<file path="src/rtl/axi4_slave_write_ctrl_if.sv">
// Interface bundle for the slave write controller.
// Purpose: groups the command, W, memory-write and B channel signals so that
// the controller and its neighbours connect through one port.
// Signals:
//   cmd_*    captured AW command from the address stage (valid/ready handshake)
//   w*       AXI W channel beats
//   mem_*    registered write port toward the slave memory array
//   b*       AXI B write response channel
//   busy     controller is inside a transaction (DATA or RESP)
// Modports:
//   slave    the write controller itself
//   master   everything that surrounds it (AW stage, W/B master, memory)
interface axi4_slave_write_ctrl_if #(
  parameter int ADDR_WIDTH = 32,
  parameter int DATA_WIDTH = 32,
  parameter int ID_WIDTH   = 4
);

  localparam int STRB_WIDTH = DATA_WIDTH / 8;

  logic                  cmd_valid;
  logic                  cmd_ready;
  logic [ADDR_WIDTH-1:0] cmd_addr;
  logic [ID_WIDTH-1:0]   cmd_id;
  logic [7:0]            cmd_len;
  logic [2:0]            cmd_size;
  logic [1:0]            cmd_burst;

  logic                  wvalid;
  logic                  wready;
  logic [DATA_WIDTH-1:0] wdata;
  logic [STRB_WIDTH-1:0] wstrb;
  logic                  wlast;

  logic                  mem_we;
  logic [ADDR_WIDTH-1:0] mem_addr;
  logic [DATA_WIDTH-1:0] mem_wdata;
  logic [STRB_WIDTH-1:0] mem_wstrb;

  logic                  bvalid;
  logic                  bready;
  logic [ID_WIDTH-1:0]   bid;
  logic [1:0]            bresp;

  logic                  busy;

  modport slave (
    input  cmd_valid, cmd_addr, cmd_id, cmd_len, cmd_size, cmd_burst,
    output cmd_ready,
    input  wvalid, wdata, wstrb, wlast,
    output wready,
    output mem_we, mem_addr, mem_wdata, mem_wstrb,
    output bvalid, bid, bresp,
    input  bready,
    output busy
  );

  modport master (
    output cmd_valid, cmd_addr, cmd_id, cmd_len, cmd_size, cmd_burst,
    input  cmd_ready,
    output wvalid, wdata, wstrb, wlast,
    input  wready,
    input  mem_we, mem_addr, mem_wdata, mem_wstrb,
    input  bvalid, bid, bresp,
    output bready,
    input  busy
  );

endinterface

</file>
<file path="src/rtl/axi4_slave_write_ctrl.sv">
// AXI4 slave write controller.
// Purpose: sequences one write transaction at a time. Accepts a captured AW
// command, generates per-beat addresses (FIXED/INCR/WRAP), gates the W
// channel, drives a registered memory write port one clock after each beat
// handshake, and finally returns the B response.
// Ports:
//   clk   clock, all logic on the rising edge
//   rst   asynchronous reset, active low
//   bus   axi4_slave_write_ctrl_if.slave (command, W, memory, B, busy)
module axi4_slave_write_ctrl #(
  parameter int ADDR_WIDTH = 32,
  parameter int DATA_WIDTH = 32,
  parameter int ID_WIDTH   = 4
) (
  input logic                    clk,
  input logic                    rst,
  axi4_slave_write_ctrl_if.slave bus
);

  localparam int STRB_WIDTH = DATA_WIDTH / 8;
  localparam int MAX_SIZE   = $clog2(STRB_WIDTH);

  localparam logic [1:0] BURST_FIXED = 2'b00;
  localparam logic [1:0] BURST_WRAP  = 2'b10;
  localparam logic [1:0] BURST_RSVD  = 2'b11;
  localparam logic [1:0] RESP_OKAY   = 2'b00;
  localparam logic [1:0] RESP_SLVERR = 2'b10;

  typedef enum logic [1:0] {
    IDLE = 2'd0,
    DATA = 2'd1,
    RESP = 2'd2
  } state_t;

  state_t                state;

  logic [ADDR_WIDTH-1:0] start_addr;
  logic [ADDR_WIDTH-1:0] beat_addr;
  logic [ID_WIDTH-1:0]   id_q;
  logic [7:0]            len_q;
  logic [2:0]            size_q;
  logic [1:0]            burst_q;
  logic [7:0]            beat_cnt;
  logic                  err;

  logic                  cmd_ready_q;
  logic                  wready_q;
  logic                  bvalid_q;
  logic                  busy_q;
  logic [1:0]            bresp_q;
  logic                  mem_we_q;
  logic [ADDR_WIDTH-1:0] mem_addr_q;
  logic [DATA_WIDTH-1:0] mem_wdata_q;
  logic [STRB_WIDTH-1:0] mem_wstrb_q;

  logic [ADDR_WIDTH-1:0] incr;
  logic [ADDR_WIDTH-1:0] wrap_bound;
  logic [ADDR_WIDTH-1:0] wrap_low;
  logic [ADDR_WIDTH-1:0] wrap_sum;
  logic [ADDR_WIDTH-1:0] next_addr;
  logic                  cmd_err;
  logic                  beat;
  logic                  cnt_done;
  logic                  last_beat;
  logic                  end_err;

  // Address of the beat after the current one. The wrap window is derived
  // from the latched start address, so it stays fixed for the whole burst.
  // INCR masks the low bits before adding, which realigns an unaligned start
  // address after the first beat; the reserved burst type shares this path
  // because its data is never written anyway.
  always_comb begin
    incr       = ADDR_WIDTH'(1) << size_q;
    wrap_bound = ADDR_WIDTH'({1'b0, len_q} + 9'd1) << size_q;
    wrap_low   = start_addr & ~(wrap_bound - ADDR_WIDTH'(1));
    wrap_sum   = beat_addr + incr;
    next_addr  = beat_addr;
    case (burst_q)
      BURST_FIXED: next_addr = beat_addr;
      BURST_WRAP:  next_addr = (wrap_sum == wrap_low + wrap_bound) ? wrap_low : wrap_sum;
      default:     next_addr = (beat_addr & ~(incr - ADDR_WIDTH'(1))) + incr;
    endcase
  end

  // Command legality, judged on the incoming command at accept time:
  // reserved burst type, beat wider than the data bus, or a WRAP length
  // that is not 2, 4, 8 or 16 beats.
  always_comb begin
    cmd_err = 1'b0;
    if (bus.cmd_burst == BURST_RSVD)
      cmd_err = 1'b1;
    if (int'(bus.cmd_size) > MAX_SIZE)
      cmd_err = 1'b1;
    if (bus.cmd_burst == BURST_WRAP && !(bus.cmd_len inside {8'd1, 8'd3, 8'd7, 8'd15}))
      cmd_err = 1'b1;
  end

  // Beat bookkeeping. A burst ends on wlast or on the expected beat count,
  // whichever arrives first; if the two disagree the master and the command
  // are out of step and the response becomes SLVERR.
  always_comb begin
    beat      = bus.wvalid && wready_q;
    cnt_done  = (beat_cnt == len_q);
    last_beat = bus.wlast || cnt_done;
    end_err   = err || (bus.wlast != cnt_done);
  end

  // Main FSM. Handshake outputs are registered and updated alongside the
  // state so they always reflect the state the controller is in, while still
  // reading 0 during reset. cmd_ready is re-raised on the B handshake edge,
  // which leaves the handshake cycle itself unable to accept a new command.
  // Writes use the error flag from accept time, so beats of a burst that is
  // only found bad at its end are still written.
  always_ff @(posedge clk or negedge rst) begin
    if (!rst) begin
      state       <= IDLE;
      start_addr  <= '0;
      beat_addr   <= '0;
      id_q        <= '0;
      len_q       <= '0;
      size_q      <= '0;
      burst_q     <= '0;
      beat_cnt    <= '0;
      err         <= 1'b0;
      cmd_ready_q <= 1'b0;
      wready_q    <= 1'b0;
      bvalid_q    <= 1'b0;
      busy_q      <= 1'b0;
      bresp_q     <= RESP_OKAY;
      mem_we_q    <= 1'b0;
      mem_addr_q  <= '0;
      mem_wdata_q <= '0;
      mem_wstrb_q <= '0;
    end else begin
      mem_we_q <= 1'b0;
      case (state)
        IDLE: begin
          cmd_ready_q <= 1'b1;
          if (bus.cmd_valid && cmd_ready_q) begin
            start_addr  <= bus.cmd_addr;
            beat_addr   <= bus.cmd_addr;
            id_q        <= bus.cmd_id;
            len_q       <= bus.cmd_len;
            size_q      <= bus.cmd_size;
            burst_q     <= bus.cmd_burst;
            beat_cnt    <= '0;
            err         <= cmd_err;
            cmd_ready_q <= 1'b0;
            wready_q    <= 1'b1;
            busy_q      <= 1'b1;
            state       <= DATA;
          end
        end
        DATA: begin
          if (beat) begin
            mem_we_q    <= !err;
            mem_addr_q  <= beat_addr;
            mem_wdata_q <= bus.wdata;
            mem_wstrb_q <= bus.wstrb;
            beat_addr   <= next_addr;
            beat_cnt    <= beat_cnt + 8'd1;
            if (last_beat) begin
              err      <= end_err;
              bresp_q  <= end_err ? RESP_SLVERR : RESP_OKAY;
              wready_q <= 1'b0;
              bvalid_q <= 1'b1;
              state    <= RESP;
            end
          end
        end
        RESP: begin
          if (bus.bready) begin
            err         <= 1'b0;
            bresp_q     <= RESP_OKAY;
            bvalid_q    <= 1'b0;
            busy_q      <= 1'b0;
            cmd_ready_q <= 1'b1;
            state       <= IDLE;
          end
        end
        default: begin
          state <= IDLE;
        end
      endcase
    end
  end

  assign bus.cmd_ready = cmd_ready_q;
  assign bus.wready    = wready_q;
  assign bus.bvalid    = bvalid_q;
  assign bus.bid       = id_q;
  assign bus.bresp     = bresp_q;
  assign bus.busy      = busy_q;
  assign bus.mem_we    = mem_we_q;
  assign bus.mem_addr  = mem_addr_q;
  assign bus.mem_wdata = mem_wdata_q;
  assign bus.mem_wstrb = mem_wstrb_q;

endmodule
</file>
<file path="src/flat_wrapper.sv">
// flat-port wrapper written by rule: the top's interface ports become plain ports
module axi4_slave_write_ctrl_flat 
#(
  parameter int ADDR_WIDTH = 32,
  parameter int DATA_WIDTH = 32,
  parameter int ID_WIDTH   = 4
)
  (clk, rst, bus_cmd_valid, bus_cmd_addr, bus_cmd_id, bus_cmd_len, bus_cmd_size, bus_cmd_burst, bus_cmd_ready, bus_wvalid, bus_wdata, bus_wstrb, bus_wlast, bus_wready, bus_mem_we, bus_mem_addr, bus_mem_wdata, bus_mem_wstrb, bus_bvalid, bus_bid, bus_bresp, bus_bready, bus_busy);
  axi4_slave_write_ctrl_if #(.ADDR_WIDTH(ADDR_WIDTH), .DATA_WIDTH(DATA_WIDTH), .ID_WIDTH(ID_WIDTH)) bus_i ();
  input logic clk;
  input logic rst;
  input wire logic [$bits(bus_i.cmd_valid)-1:0] bus_cmd_valid;
  input wire logic [$bits(bus_i.cmd_addr)-1:0] bus_cmd_addr;
  input wire logic [$bits(bus_i.cmd_id)-1:0] bus_cmd_id;
  input wire logic [$bits(bus_i.cmd_len)-1:0] bus_cmd_len;
  input wire logic [$bits(bus_i.cmd_size)-1:0] bus_cmd_size;
  input wire logic [$bits(bus_i.cmd_burst)-1:0] bus_cmd_burst;
  output wire logic [$bits(bus_i.cmd_ready)-1:0] bus_cmd_ready;
  input wire logic [$bits(bus_i.wvalid)-1:0] bus_wvalid;
  input wire logic [$bits(bus_i.wdata)-1:0] bus_wdata;
  input wire logic [$bits(bus_i.wstrb)-1:0] bus_wstrb;
  input wire logic [$bits(bus_i.wlast)-1:0] bus_wlast;
  output wire logic [$bits(bus_i.wready)-1:0] bus_wready;
  output wire logic [$bits(bus_i.mem_we)-1:0] bus_mem_we;
  output wire logic [$bits(bus_i.mem_addr)-1:0] bus_mem_addr;
  output wire logic [$bits(bus_i.mem_wdata)-1:0] bus_mem_wdata;
  output wire logic [$bits(bus_i.mem_wstrb)-1:0] bus_mem_wstrb;
  output wire logic [$bits(bus_i.bvalid)-1:0] bus_bvalid;
  output wire logic [$bits(bus_i.bid)-1:0] bus_bid;
  output wire logic [$bits(bus_i.bresp)-1:0] bus_bresp;
  input wire logic [$bits(bus_i.bready)-1:0] bus_bready;
  output wire logic [$bits(bus_i.busy)-1:0] bus_busy;
  assign bus_i.cmd_valid = bus_cmd_valid;
  assign bus_i.cmd_addr = bus_cmd_addr;
  assign bus_i.cmd_id = bus_cmd_id;
  assign bus_i.cmd_len = bus_cmd_len;
  assign bus_i.cmd_size = bus_cmd_size;
  assign bus_i.cmd_burst = bus_cmd_burst;
  assign bus_cmd_ready = bus_i.cmd_ready;
  assign bus_i.wvalid = bus_wvalid;
  assign bus_i.wdata = bus_wdata;
  assign bus_i.wstrb = bus_wstrb;
  assign bus_i.wlast = bus_wlast;
  assign bus_wready = bus_i.wready;
  assign bus_mem_we = bus_i.mem_we;
  assign bus_mem_addr = bus_i.mem_addr;
  assign bus_mem_wdata = bus_i.mem_wdata;
  assign bus_mem_wstrb = bus_i.mem_wstrb;
  assign bus_bvalid = bus_i.bvalid;
  assign bus_bid = bus_i.bid;
  assign bus_bresp = bus_i.bresp;
  assign bus_i.bready = bus_bready;
  assign bus_busy = bus_i.busy;
  axi4_slave_write_ctrl #(.ADDR_WIDTH(ADDR_WIDTH), .DATA_WIDTH(DATA_WIDTH), .ID_WIDTH(ID_WIDTH)) u_core (.clk(clk), .rst(rst), .bus(bus_i));
endmodule
</file>
<file path="config.mk">
export PLATFORM = sky130hd
export DESIGN_NAME = axi4_slave_write_ctrl_flat
export DESIGN_NICKNAME = d
export VERILOG_FILES = /design/src/rtl/axi4_slave_write_ctrl_if.sv /design/src/rtl/axi4_slave_write_ctrl.sv /design/src/flat_wrapper.sv
export SDC_FILE = /design/constraint.sdc
export NUM_CORES = 1
export LEC_CHECK = 0
export BUFFER_PORTS_ARGS = -buffer_cell sky130_fd_sc_hd__buf_4
export CAP_MARGIN = 20
export CORE_MARGIN = 4
export CORE_UTILIZATION = 61
export CTS_BUF_LIST = sky130_fd_sc_hd__clkbuf_8
export DETAILED_ROUTE_END_ITERATION = 6
export PLACE_DENSITY = 0.9
export SETUP_SLACK_MARGIN = 0.1
export SYNTH_ARGS = -nofsm -noshare
export SYNTH_HDL_FRONTEND = slang
export SYNTH_SLANG_ARGS = --single-unit
</file>
<file path="constraint.sdc">
create_clock -name clk -period 8.1 [get_ports clk]
set_input_delay 0.405 -clock clk [delete_from_list [all_inputs] [get_ports clk]]
set_output_delay 0.405 -clock clk [all_outputs]
set_load 0.03 [all_outputs]
</file>
==> results.sh <==
export IMPL_status="completed"
export IMPL_first_pass_iters=6
export IMPL_cts_buffers=17
export IMPL_path_clk_slew_ns=0.12
export IMPL_htreeDepth=4
export IMPL_path_class="reg2reg"
export IMPL_worst_path_max_delay_cell="or4_1"
export IMPL_vias=13700
export IMPL_final_layout_size_suffix_gt1_share_pct=16.13
export IMPL_fill_cells=1644
export IMPL_netlist_area_um2=12790
export IMPL_die_w_um=152.8
export IMPL_row_count=52
export IMPL_r2r_start="u_core.len_q[1]"
export IMPL_drc=0
export IMPL_fin_nets=1922
export IMPL_start_util_pct=62.62
export IMPL_grt_first_pass_wirelength_um=72080
export IMPL_gr_total_overflow=0
export IMPL_multi_input_area_um2=8053
export IMPL_numPortBuffers=168
export IMPL_num_antenna_cells=0
export IMPL_cp_top_family="simple AND/OR/NAND/NOR gates"
export IMPL_period_share_pct=93.64
export IMPL_fin_setup_tns_ns=0
export IMPL_synth_largest_area_cell="dfrtp_1"
export IMPL_period_needed_ns=7.585
export IMPL_fin_ws_ns=0.5149
export IMPL_dp_hpwl_um=34670
export IMPL_ys_seq_area_share_pct=32.47
export IMPL_drt_iter0_markers=1790
export IMPL_cts_tree="yes"
export IMPL_crit_cells=26
export IMPL_maxSlewViolCount=0
export IMPL_area_growth_syn_to_layout_pct=14.36
export IMPL_rr_endpoint="u_core.beat_addr[19]"
export IMPL_die_y_um=152.8
export IMPL_final_cells=2080
export IMPL_ys_top_cells_by_count="448 x nand2_1, 166 x dfrtp_1, 111 x nor2_1"
export IMPL_cp_max_fo=10
export IMPL_grt_util_all_layers_pct=38.81
export IMPL_hold_viol=0
export IMPL_gp_congestion=1.027
export IMPL_synth_edff_count=0
export IMPL_synth_area_per_cell_um2=7.624
export IMPL_worstSetupStartpointType="register"
export IMPL_max_freq_mhz=131.8
export IMPL_synth_most_common_cell="nand2_1"
export IMPL_finalSetupViolCount=0
export IMPL_dp_cells=2048
export IMPL_max_vdd_ir_drop_mv=0.4155
export IMPL_synthesis_instances=1678
export IMPL_slew_headroom_pct=35.91
export IMPL_core_area_um2=20430
export IMPL_dp_slack_ns=0.7032
export IMPL_yosys_top_cells_area="dfrtp_1 32%, nand2_1 13%, xnor2_1 4.1%"
export IMPL_synth_ff_type="dfrtp_1"
export IMPL_ant_nets=0
export IMPL_rsz0062_at_grt="false"
export IMPL_cts_resized=0
export IMPL_power_mw=7.489
export IMPL_reg2reg_slack_ns=0.51
export IMPL_ys_types=103
export IMPL_ys_warn_count=0
export IMPL_antenna_found_initial=1
export IMPL_grt_pass1_vias=12620
export IMPL_clk_root_buffer_cell="clkbuf_8"
export IMPL_wl_per_cell_um=22.50
export IMPL_p_leak_nw=6.766
export IMPL_syn_num_nets=1802
export IMPL_postCtsSetupBuffers=0
export IMPL_ys_seq_elements=166
export IMPL_boundaryPins=170
export IMPL_layout_area_seq_um2=4155
export IMPL_avgViaCountPerCell=6.588
export IMPL_fin_worst_skew_ns=0.02852
export IMPL_worst_slew_pin_slew_ns=0.9613
export IMPL_hold_buffers=0
export IMPL_dieArea_um2=23350
export IMPL_hp_class="in2async"
export IMPL_yosysTopAreaCellShare_pct=32.47
export IMPL_clock_sinks=166
export IMPL_arrival_ns=8.01
export IMPL_clkLatencyLatePin_ns=0.49
export IMPL_drv_cap=0
export IMPL_critPathBufInv=2
export IMPL_p_per_area_nw_per_um2=511.9
export IMPL_cp_data_required_time_ns=8.52
export IMPL_worstSetupEndpointType="register"
export IMPL_max_stage_delay_ns=0.61
export IMPL_fin_util_pct=71.61
export IMPL_reg2reg_depth=26
export IMPL_grt_max_degree=103
export IMPL_clockBufferDepth=2
export IMPL_async_reset_ff_share_pct=100.0
export IMPL_wirelength_um=46800
layout by cell type (no fill, tap or decap), types with 11 or more instances in the layout:
cell / count
nor4_1: 19
nand2b_1: 18
and3_1: 35
a31oi_1: 14
mux2i_1: 12
nand4_1: 28
xnor2_1: 60
o22ai_1: 12
inv_1: 30
nand2_1: 448
o21ai_1: 21
nor3_1: 25
a211oi_1: 15
o211ai_1: 11
a21oi_1: 75
dfrtp_1: 165
ha_1: 32
or2_2: 12
and2_1: 18
xor2_1: 43
nor2_1: 109
nor2b_1: 11
or3_1: 17
clkbuf_8: 18
buf_4: 209
a21o_1: 14
o21ai_0: 90
nand3_1: 52
cell type report:
cell class                 instances  area share [%]
multi-input combinational       1372           55.04
sequential                       166           28.40
timing repair buffer             210           10.80
tap                              270           2.309
clock buffer                      18           1.693
clock inverter                    13          0.9578
inverter                          31          0.7953
report_power, final:
part	internal (mW)	switching (mW)
combinational	1.85	3.27
sequential	1.20	0.538
clock	0.260	0.369
through the flow:
stage / instance area [µm²] / hold slack [ns]
2_1_floorplan: 12790 / 0.1094
3_3_place_gp: 14230 / 0.4429
3_5_place_dp: 14230 / 0.4634
4_1_cts: 14620 / 0.05733
5_1_grt: 14630 / 0.09072
6_report: 14630 / 0.01983
sequential cells by signal (all words and copies together), names as in the netlist, 2 cells and up:
| signal | cells |
|---|---|
| u_core.len_q | 8 |
| u_core.beat_cnt | 8 |
| u_core.size_q | 3 |
| u_core.burst_q | 2 |
| u_core.state | 2 |
| u_core.bus.mem_addr | 32 |
| u_core.bus.mem_wstrb | 4 |
| u_core.start_addr | 32 |
| u_core.bus.mem_wdata | 32 |
| u_core.beat_addr | 32 |
| u_core.bus.bid | 4 |
worst max path at each step:
stage	end	start
floorplan	u_core.beat_addr[18]	u_core.len_q[1]
global placement	u_core.beat_addr[28]	u_core.len_q[1]
detailed placement	u_core.beat_addr[22]	u_core.len_q[1]
CTS	u_core.beat_addr[28]	u_core.len_q[1]
global route	u_core.beat_addr[19]	u_core.len_q[1]
finish	u_core.beat_addr[19]	u_core.len_q[1]
cells by family (layout without fill, tap and decap cells):
| group | after synthesis | after routing | synth area share, % |
|---|---|---|---|
| AO/OA/AOI/OAI | 367 | 367 | 19.40 |
| buffers and inverters | 140 | 272 | 4.861 |
| flip-flops | 166 | 166 | 32.47 |
| adder cells (fa/ha/maj) | 33 | 33 | 3.286 |
| AND/OR/NAND/NOR | 847 | 847 | 30.77 |
| other | 1 | 1 | 0.02931 |
| multiplexers | 17 | 17 | 1.379 |
| XOR/XNOR | 107 | 107 | 7.804 |
worst reg2reg max path: stages, from the launching register on:
cell and delay [ns]:
dfrtp_1 0.46, ha_1 0.33, and3_1 0.35, mux2_1 0.40
and4_1 0.25, or2_1 0.25, or3_4 0.41, or3_1 0.34
nor3_1 0.21, xnor2_1 0.11, and2_1 0.19, ha_1 0.38
a21oi_1 0.16, buf_4 0.16, nor3_1 0.05, o22ai_1 0.18
nand2_1 0.12, a2111oi_0 0.40, o311ai_0 0.20, or4_1 0.47
nor4_2 0.38, nand4_1 0.23, or4_1 0.61, buf_4 0.22
nor2_1 0.24, mux2i_1 0.26, o311a_1 0.18
layer usage:
metal	vias to the layer above	global-route usage (%)	share of wire (%)	wire [µm]
met4	2	14.09	4.1	1940
met3	166	9.443	13	5980
li1	6134	-	-	-
met1	6426	54.44	39	18480
met5	-	0	0.028	13
met2	974	58.90	44	20390
No activity file was read; power rests on OpenSTA's default activity.
